===== config.mk =====
export PLATFORM = sky130hd
export DESIGN_NAME = msgpass_rqst_fetch
export DESIGN_NICKNAME = d
export VERILOG_FILES = /design/src/rtl/msgpass_rqst_fetch.sv
export SDC_FILE = /design/constraint.sdc
export NUM_CORES = 1
export LEC_CHECK = 0
export ABC_AREA = 1
export BUFFER_PORTS_ARGS = -buffer_cell sky130_fd_sc_hd__clkbuf_2
export CAP_MARGIN = 30
export CORE_ASPECT_RATIO = 1.2
export CORE_MARGIN = 2
export CORE_UTILIZATION = 40
export DETAILED_ROUTE_END_ITERATION = 6
export GPL_ROUTABILITY_DRIVEN = 0
export HOLD_SLACK_MARGIN = 0.12
export PLACE_DENSITY_LB_ADDON = 0.2
export SLEW_MARGIN = 25
export SYNTH_ARGS = -nofsm -noshare
export SYNTH_HDL_FRONTEND = slang
export SYNTH_SLANG_ARGS = --single-unit

===== constraint.sdc =====
create_clock -name sys_clk -period 4.15 [get_ports sys_clk]
set_clock_uncertainty 0.1 [all_clocks]
set_input_delay 0 -clock sys_clk [delete_from_list [all_inputs] [get_ports sys_clk]]
set_output_delay 0 -clock sys_clk [all_outputs]
set_load 0.02 [all_outputs]

===== src/rtl/msgpass_rqst_fetch.sv =====
// Message-pass request fetcher: walks a window of the message-pass buffer, strips the
// per-lane flag bit and feeds request addresses to the memShare controller, replaying on conflicts.
module msgpass_rqst_fetch #(
   parameter int SHARE_GROUP_SIZE        = 5,
   parameter int RQST_ADDR_BITWIDTH      = 3,
   parameter int MSGPASS_BUFF_RQST_WIDTH = 4,
   parameter int MSGPASS_BUFF_ADDR_WIDTH = 4,
   parameter int MEMSHARE_DRC_NUM        = 1
) (
   input  logic                                                sys_clk,
   input  logic                                                rstn,
   input  logic                                                start_i,
   input  logic [MSGPASS_BUFF_ADDR_WIDTH-1:0]                  base_addr_i,
   input  logic [MSGPASS_BUFF_ADDR_WIDTH-1:0]                  len_i,
   input  logic                                                stop_i,
   output logic [MSGPASS_BUFF_ADDR_WIDTH-1:0]                  raddr_o,
   input  logic [SHARE_GROUP_SIZE*MSGPASS_BUFF_RQST_WIDTH-1:0] rdata_i,
   input  logic [MEMSHARE_DRC_NUM-1:0]                         is_drc_i,
   output logic [SHARE_GROUP_SIZE*RQST_ADDR_BITWIDTH-1:0]      rqst_addr_o,
   output logic                                                rqst_valid_o,
   output logic                                                busy_o,
   output logic                                                done_o
);

   localparam int AW = MSGPASS_BUFF_ADDR_WIDTH;
   localparam logic [AW-1:0] ONE = {{(AW-1){1'b0}}, 1'b1};

   typedef enum logic [1:0] {IDLE, ISSUE, DRAIN} state_t;

   state_t        state_q, state_d;
   logic [AW-1:0] next_addr_q, next_addr_d;
   logic [AW-1:0] pres_addr_q, pres_addr_d;
   logic [AW-1:0] issued_q, issued_d;
   logic [AW-1:0] retired_q, retired_d;
   logic [AW-1:0] len_q, len_d;
   logic          valid_q, valid_d;
   logic          done_q, done_d;

   logic          stall;
   logic          retire;
   logic [SHARE_GROUP_SIZE-1:0] unused_flag_bits;

   assign stall   = valid_q & (|is_drc_i);
   assign retire  = valid_q & ~stall;
   assign raddr_o = stall ? pres_addr_q : next_addr_q;

   assign rqst_valid_o = valid_q;
   assign busy_o       = (state_q != IDLE);
   assign done_o       = done_q;

   always_comb begin
      rqst_addr_o      = '0;
      unused_flag_bits = '0;
      for (int i = 0; i < SHARE_GROUP_SIZE; i++) begin
         unused_flag_bits[i] = rdata_i[i*MSGPASS_BUFF_RQST_WIDTH + MSGPASS_BUFF_RQST_WIDTH - 1];
         if (valid_q) begin
            rqst_addr_o[i*RQST_ADDR_BITWIDTH +: RQST_ADDR_BITWIDTH] =
               rdata_i[i*MSGPASS_BUFF_RQST_WIDTH +: RQST_ADDR_BITWIDTH];
         end
      end
   end

   always_comb begin
      state_d     = state_q;
      next_addr_d = next_addr_q;
      pres_addr_d = pres_addr_q;
      issued_d    = issued_q;
      retired_d   = retired_q;
      len_d       = len_q;
      valid_d     = 1'b0;
      done_d      = 1'b0;

      case (state_q)
         IDLE: begin
            if (start_i) begin
               if (len_i != '0) begin
                  state_d     = ISSUE;
                  next_addr_d = base_addr_i;
                  len_d       = len_i;
                  issued_d    = '0;
                  retired_d   = '0;
               end else begin
                  done_d = 1'b1;
               end
            end
         end

         ISSUE: begin
            if (stop_i) begin
               state_d = IDLE;
               done_d  = 1'b1;
            end else begin
               // A stall freezes the issue side; the held word stays valid for replay.
               if (!stall) begin
                  next_addr_d = next_addr_q + ONE;
                  pres_addr_d = next_addr_q;
                  issued_d    = issued_q + ONE;
                  if (issued_q + ONE == len_q) begin
                     state_d = DRAIN;
                  end
               end
               valid_d = 1'b1;
               if (retire) begin
                  retired_d = retired_q + ONE;
               end
            end
         end

         DRAIN: begin
            if (stop_i) begin
               state_d = IDLE;
               done_d  = 1'b1;
            end else begin
               valid_d = stall;
               if (retire) begin
                  retired_d = retired_q + ONE;
                  if (retired_q + ONE == len_q) begin
                     state_d = IDLE;
                     done_d  = 1'b1;
                  end
               end
            end
         end

         default: state_d = IDLE;
      endcase
   end

   always_ff @(posedge sys_clk) begin
      if (rstn) begin
         state_q     <= IDLE;
         next_addr_q <= '0;
         pres_addr_q <= '0;
         issued_q    <= '0;
         retired_q   <= '0;
         len_q       <= '0;
         valid_q     <= 1'b0;
         done_q      <= 1'b0;
      end else begin
         state_q     <= state_d;
         next_addr_q <= next_addr_d;
         pres_addr_q <= pres_addr_d;
         issued_q    <= issued_d;
         retired_q   <= retired_d;
         len_q       <= len_d;
         valid_q     <= valid_d;
         done_q      <= done_d;
      end
   end

endmodule


======== Word level (Yosys, flattened, before mapping) ========
Index checks and enable logic that the tools add are counted.
Widths: inputs -> output; s select.
cells by class
  $add $sub $neg .......................... 3
  equal/unequal tests ..................... 14
  muxes and demuxes ....................... 38
  bitwise logic cells ..................... 4
  reduce and logical (&&, ||, !) cells .... 11
operators with widths
  kind                 number
  $mux 4               11
  $pmux 4 s2           3
  $mux 2               8
  $mux 3               5
  $add 4x1->4 const B  3
  $ne 3x3->1 const B   4
  $ne 2x2->1 const B   5
  $reduce_and 5->1     2
  $eq 4x4->1           2
  $mux 1               8
  $pmux 2 s3           1
  $reduce_and 6->1     1
  $reduce_bool 2->1    3
  $reduce_bool 4->1    1
  $pmux 1 s3           1
  $reduce_and 3->1     1
  $and 1x1->1          2
  $eq 2x1->1 const B   1
  $eq 2x2->1 const B   1
  $logic_not 2->1      1
  $ne 2x1->1 const B   1
  $not 1->1            2
  $pmux 1 s2           1
  $reduce_and 2->1     1
  $reduce_or 2->1      1
word-level totals
  register bits after elaboration ......... 24
  input bits .............................. 33

======== Longest topological paths before layout ========
  word-level depth ........................ 6
  depth in mapped cells ................... 11

======== Least setup slack after synthesis ========
Ideal clock, no wire load.
  kind .................................... reg2reg
  start ................................... register state_q[0]
  end ..................................... register next_addr_q[3]
  library setup time ...................... 0.119 ns
  arrival time ............................ 1.486 ns
  setup slack ............................. 2.445 ns
  cell stages (with the launch flop) ...... 11
  buffers on the path ..................... 0
  clock period less this slack ............ 1.705 ns
  cell sequence ........................... dfxtp_1 inv_1 ha_1 inv_2 nor2_1 nor3_2 nand2_2 nor2_4 inv_2 a21oi_2 a21oi_1
on the way
  longest elaborated chain between the ends .. 3
ends and longest elaborated chain
  element                                                                  line  RTL
  start, declared                                                          30    state_t state_q, state_d;
  start signal, assigned                                                   140   state_q <= state_d;
  $eq 2x1->1 / $logic_not 2->1 (equally long branches)                     73    case (state_q)
  $ne 2x2->1 (no source line) / $reduce_bool 2->1 (equally long branches)  --
  $reduce_and 5->1 (no source line)                                        --
  end signal, assigned                                                     141   next_addr_q <= next_addr_d;
  end, declared                                                            31    logic [AW-1:0] next_addr_q, next_addr_d;
Parallel ways exist; a longest one is shown, timed or not.
A chain may end at the register's enable or synchronous reset.

======== Worst setup path in the final report ========
  start ................................... register state_q[1]
  end ..................................... register issued_q[2]
on the way
  longest elaborated chain between the ends .. 3
ends and longest elaborated chain
  element                                                                  line  RTL
  $eq 2x1->1 / $logic_not 2->1 (equally long branches)                     73
  $ne 2x2->1 (no source line) / $reduce_bool 2->1 (equally long branches)  --
  $reduce_and 5->1 (no source line)                                        --
  end signal, assigned                                                     143   issued_q <= issued_d;
  end, declared                                                            33    logic [AW-1:0] issued_q, issued_d;
Parallel ways exist; a longest one is shown, timed or not.

==> qor.yml <==
tns_ps: 0
die_area_mm2: 0.00446
end_kind: "flop"
clkSinkCount: 24
grt_max_degree: 20
rsz0062_at_grt: "false"
synth_compound_area_share_pct: 17.3
clk_pin_slew_ps: 80
status: "finished, final reports clean"
min_path_type: "in2out"
layout_commonest_cell: "nand2_1"
cts_root_buf: "clkbuf_8"
worst_pin_slew_ps: 626
overflow: 0
core_mm2: 0.00385
die_w_um: 61.3
dp_hpwl_um: 2860
wl_per_cell_um: 10.2
firstDrtPassIters: 4
max_freq_ghz: 0.422
start_util_pct: 40.9
stdcell_count: 363
viasPerCell: 4.70
cp.required_ps: 4210
die_h_um: 72.7
netlist_instances: 248
via_count: 1705
netlist_area_mm2: 0.00158
ys_ff_latch: 24
synth_top_family_by_area: "simple AND/OR/NAND/NOR gates"
cp-start-kind: "flop"
timing.final.crit_share_pct: 57.0
ys_types: 26
yosysWarningCount: 0
setup_viol: 0
grt_first_pass_wirelength_um: 5980
fillers: 407
maxCapViolCount: 0
clk_latency_ps: 260
cts-htree-levels: 1
fin_nets: 351
synth_fa_ha_area_share_pct: 5.56
post-route-drc-count: 0
slew_headroom_pct: 58.2
area.growth.synth_to_final_pct: 29.6
post_synth_xor_area_fraction_pct: 1.11
ctsLongestPathBuffers: 2
final_cell_mix: "60 x nand2_1, 49 x clkbuf_2, 44 x inv_1"
grt_antenna_before_repair: 0
n_antenna_cell: 0
layout_min_cycle_time_ps: 2370
p_leak_nw: 1.07
numCtsBuffers: 3
num_rows: 25
synth.avg_cell_area_um2: 6.35
io_buffers: 49
synth_nets: 288
ir_drop_uv: 315
wl_um: 3690
grt_usage_pct: 17.4
ant_nets: 0
synth-simple-area-share_pct: 32.6
drt_iter0_markers: 51
critical_path_class: "reg2reg"
grt_pass1_vias: 1424
maxSlewViolCount: 0
dp.cells: 346
drive_gt1_share_pct: 21.7
postCtsSetupBuffers: 0
cts_tree: "built"
worstPathArrival_ps: 2420
critPathMaxFanout: 8
synthMuxAreaShare_pct: 0
holdWs_ps: 191
hold_viol: 0
top_level_ports: 55
p_per_area_mw_per_mm2: 503
seq_area_frac_synth_pct: 30.5
-- cell families (layout without fill, tap and decap cells) --
logic type | Yosys count | count (layout)
AO/OA/AOI/OAI | 49 | 49
XOR/XNOR | 2 | 2
adder cells (fa/ha/maj) | 7 | 7
buffers and inverters | 52 | 113
flip-flops | 24 | 24
AND/OR/NAND/NOR | 114 | 114
-- flip-flops by register name (all words and copies together) (netlist names) --
| signal | flops |
|---|---|
| issued_q | 4 |
| len_q | 4 |
| next_addr_q | 4 |
| rqst_valid_o | 1 |
| state_q | 2 |
| done_o | 1 |
| pres_addr_q | 4 |
| retired_q | 4 |
-- per-stage QoR --
stage	setup WS (ps)	utilization, %	instance area (um2)	power [W]
after floorplan	2440	-	1580	0.000753
after global placement	2310	48.4	1860	0.000880
after detailed placement	2300	48.4	1860	0.000884
after CTS	1790	53.1	2040	0.00103
after global routing	1570	53.1	2040	0.00113
final	1780	53.1	2040	0.00103
-- power breakdown --
group	internal [W]	total (W)	switching [W]	leakage (nW)
combinational	0.000192	0.000543	0.000351	0.849
clock	0.0000648	0.000137	0.0000721	0.0216
sequential	0.000291	0.000347	0.0000563	0.197
total	0.000548	0.00103	0.000479	1.07
-- cell usage after synthesis --
master | number | area share [%]
inv_1 | 44 | 10
xnor2_1 | 2 | 1.1
nand3b_1 | 1 | 0.48
a21oi_1 | 21 | 6.7
dfxtp_1 | 24 | 31
nor2_4 | 2 | 1.4
nand2_4 | 1 | 0.71
o21ai_1 | 3 | 0.95
a31oi_1 | 3 | 1.2
a211oi_1 | 5 | 2.4
nand2_2 | 3 | 1.2
nor3_2 | 1 | 0.64
ha_1 | 7 | 5.6
buf_2 | 1 | 0.32
nor2_2 | 1 | 0.40
o21ai_0 | 14 | 4.4
nand3_1 | 20 | 6.4
buf_6 | 1 | 0.71
nand2_1 | 60 | 14
inv_2 | 3 | 0.71
clkbuf_1 | 3 | 0.71
or2_2 | 1 | 0.40
nand4_1 | 5 | 2.0
nor2_1 | 18 | 4.3
and2_1 | 1 | 0.40
a21oi_2 | 3 | 1.7
-- final cells by class --
| cell class | count | area [um2] | share of cell area [%] |
|---|---|---|---|
| Timing Repair Buffer | 63 | 385 | 18.9 |
| Clock buffer | 3 | 41.3 | 2.02 |
| Multi-Input combinational cell | 172 | 891 | 43.6 |
| Sequential cell | 24 | 480 | 23.5 |
| Inverter | 47 | 176 | 8.64 |
| Tap cell | 54 | 67.6 | 3.31 |
-- per-layer routing --
layer	vias up	GRT usage [%]	wire (um)
met5	-	0	0
met4	0	6.76	72
met3	6	2.13	219
met2	49	28.8	1640
met1	730	22.4	1760
li1	920	-	-
-- worst max-delay path, stage by stage, from the launching register on --
cell and delay (ps):
dfxtp_1 360, inv_1 100, ha_1 270, inv_2 180, nor2_1 80, nor3_2 130, nand2_2 100, nor2_4 180
inv_2 90, nand2_1 60, a21oi_1 60, dlygate4sd3_1 550
-- what timing repair did --
action / 4_1_cts / 5_1_grt
endpoints found under the hold margin: 19 / 0
gates resized for setup: 0 / 0
hold buffers: 14 / 0
-- path summary, 6_finish.rpt --
path / startpoint / to / slack (ps) / depth (start not counted)
setup / recovery: state_q[1]$_SDFFE_PP0P_ / issued_q[2]$_SDFFE_PP0P_ / 1780 / 11
hold / removal: rdata_i[5] / rqst_addr_o[4] / 190 / 4
setup reg to reg: state_q[1]$_SDFFE_PP0P_ / issued_q[2]$_SDFFE_PP0P_ / 1780 / 11
hold reg to reg: pres_addr_q[0]$_SDFFE_PP0P_ / pres_addr_q[0]$_SDFFE_PP0P_ / 350 / 2
Power figures use the tool's default switching activity.
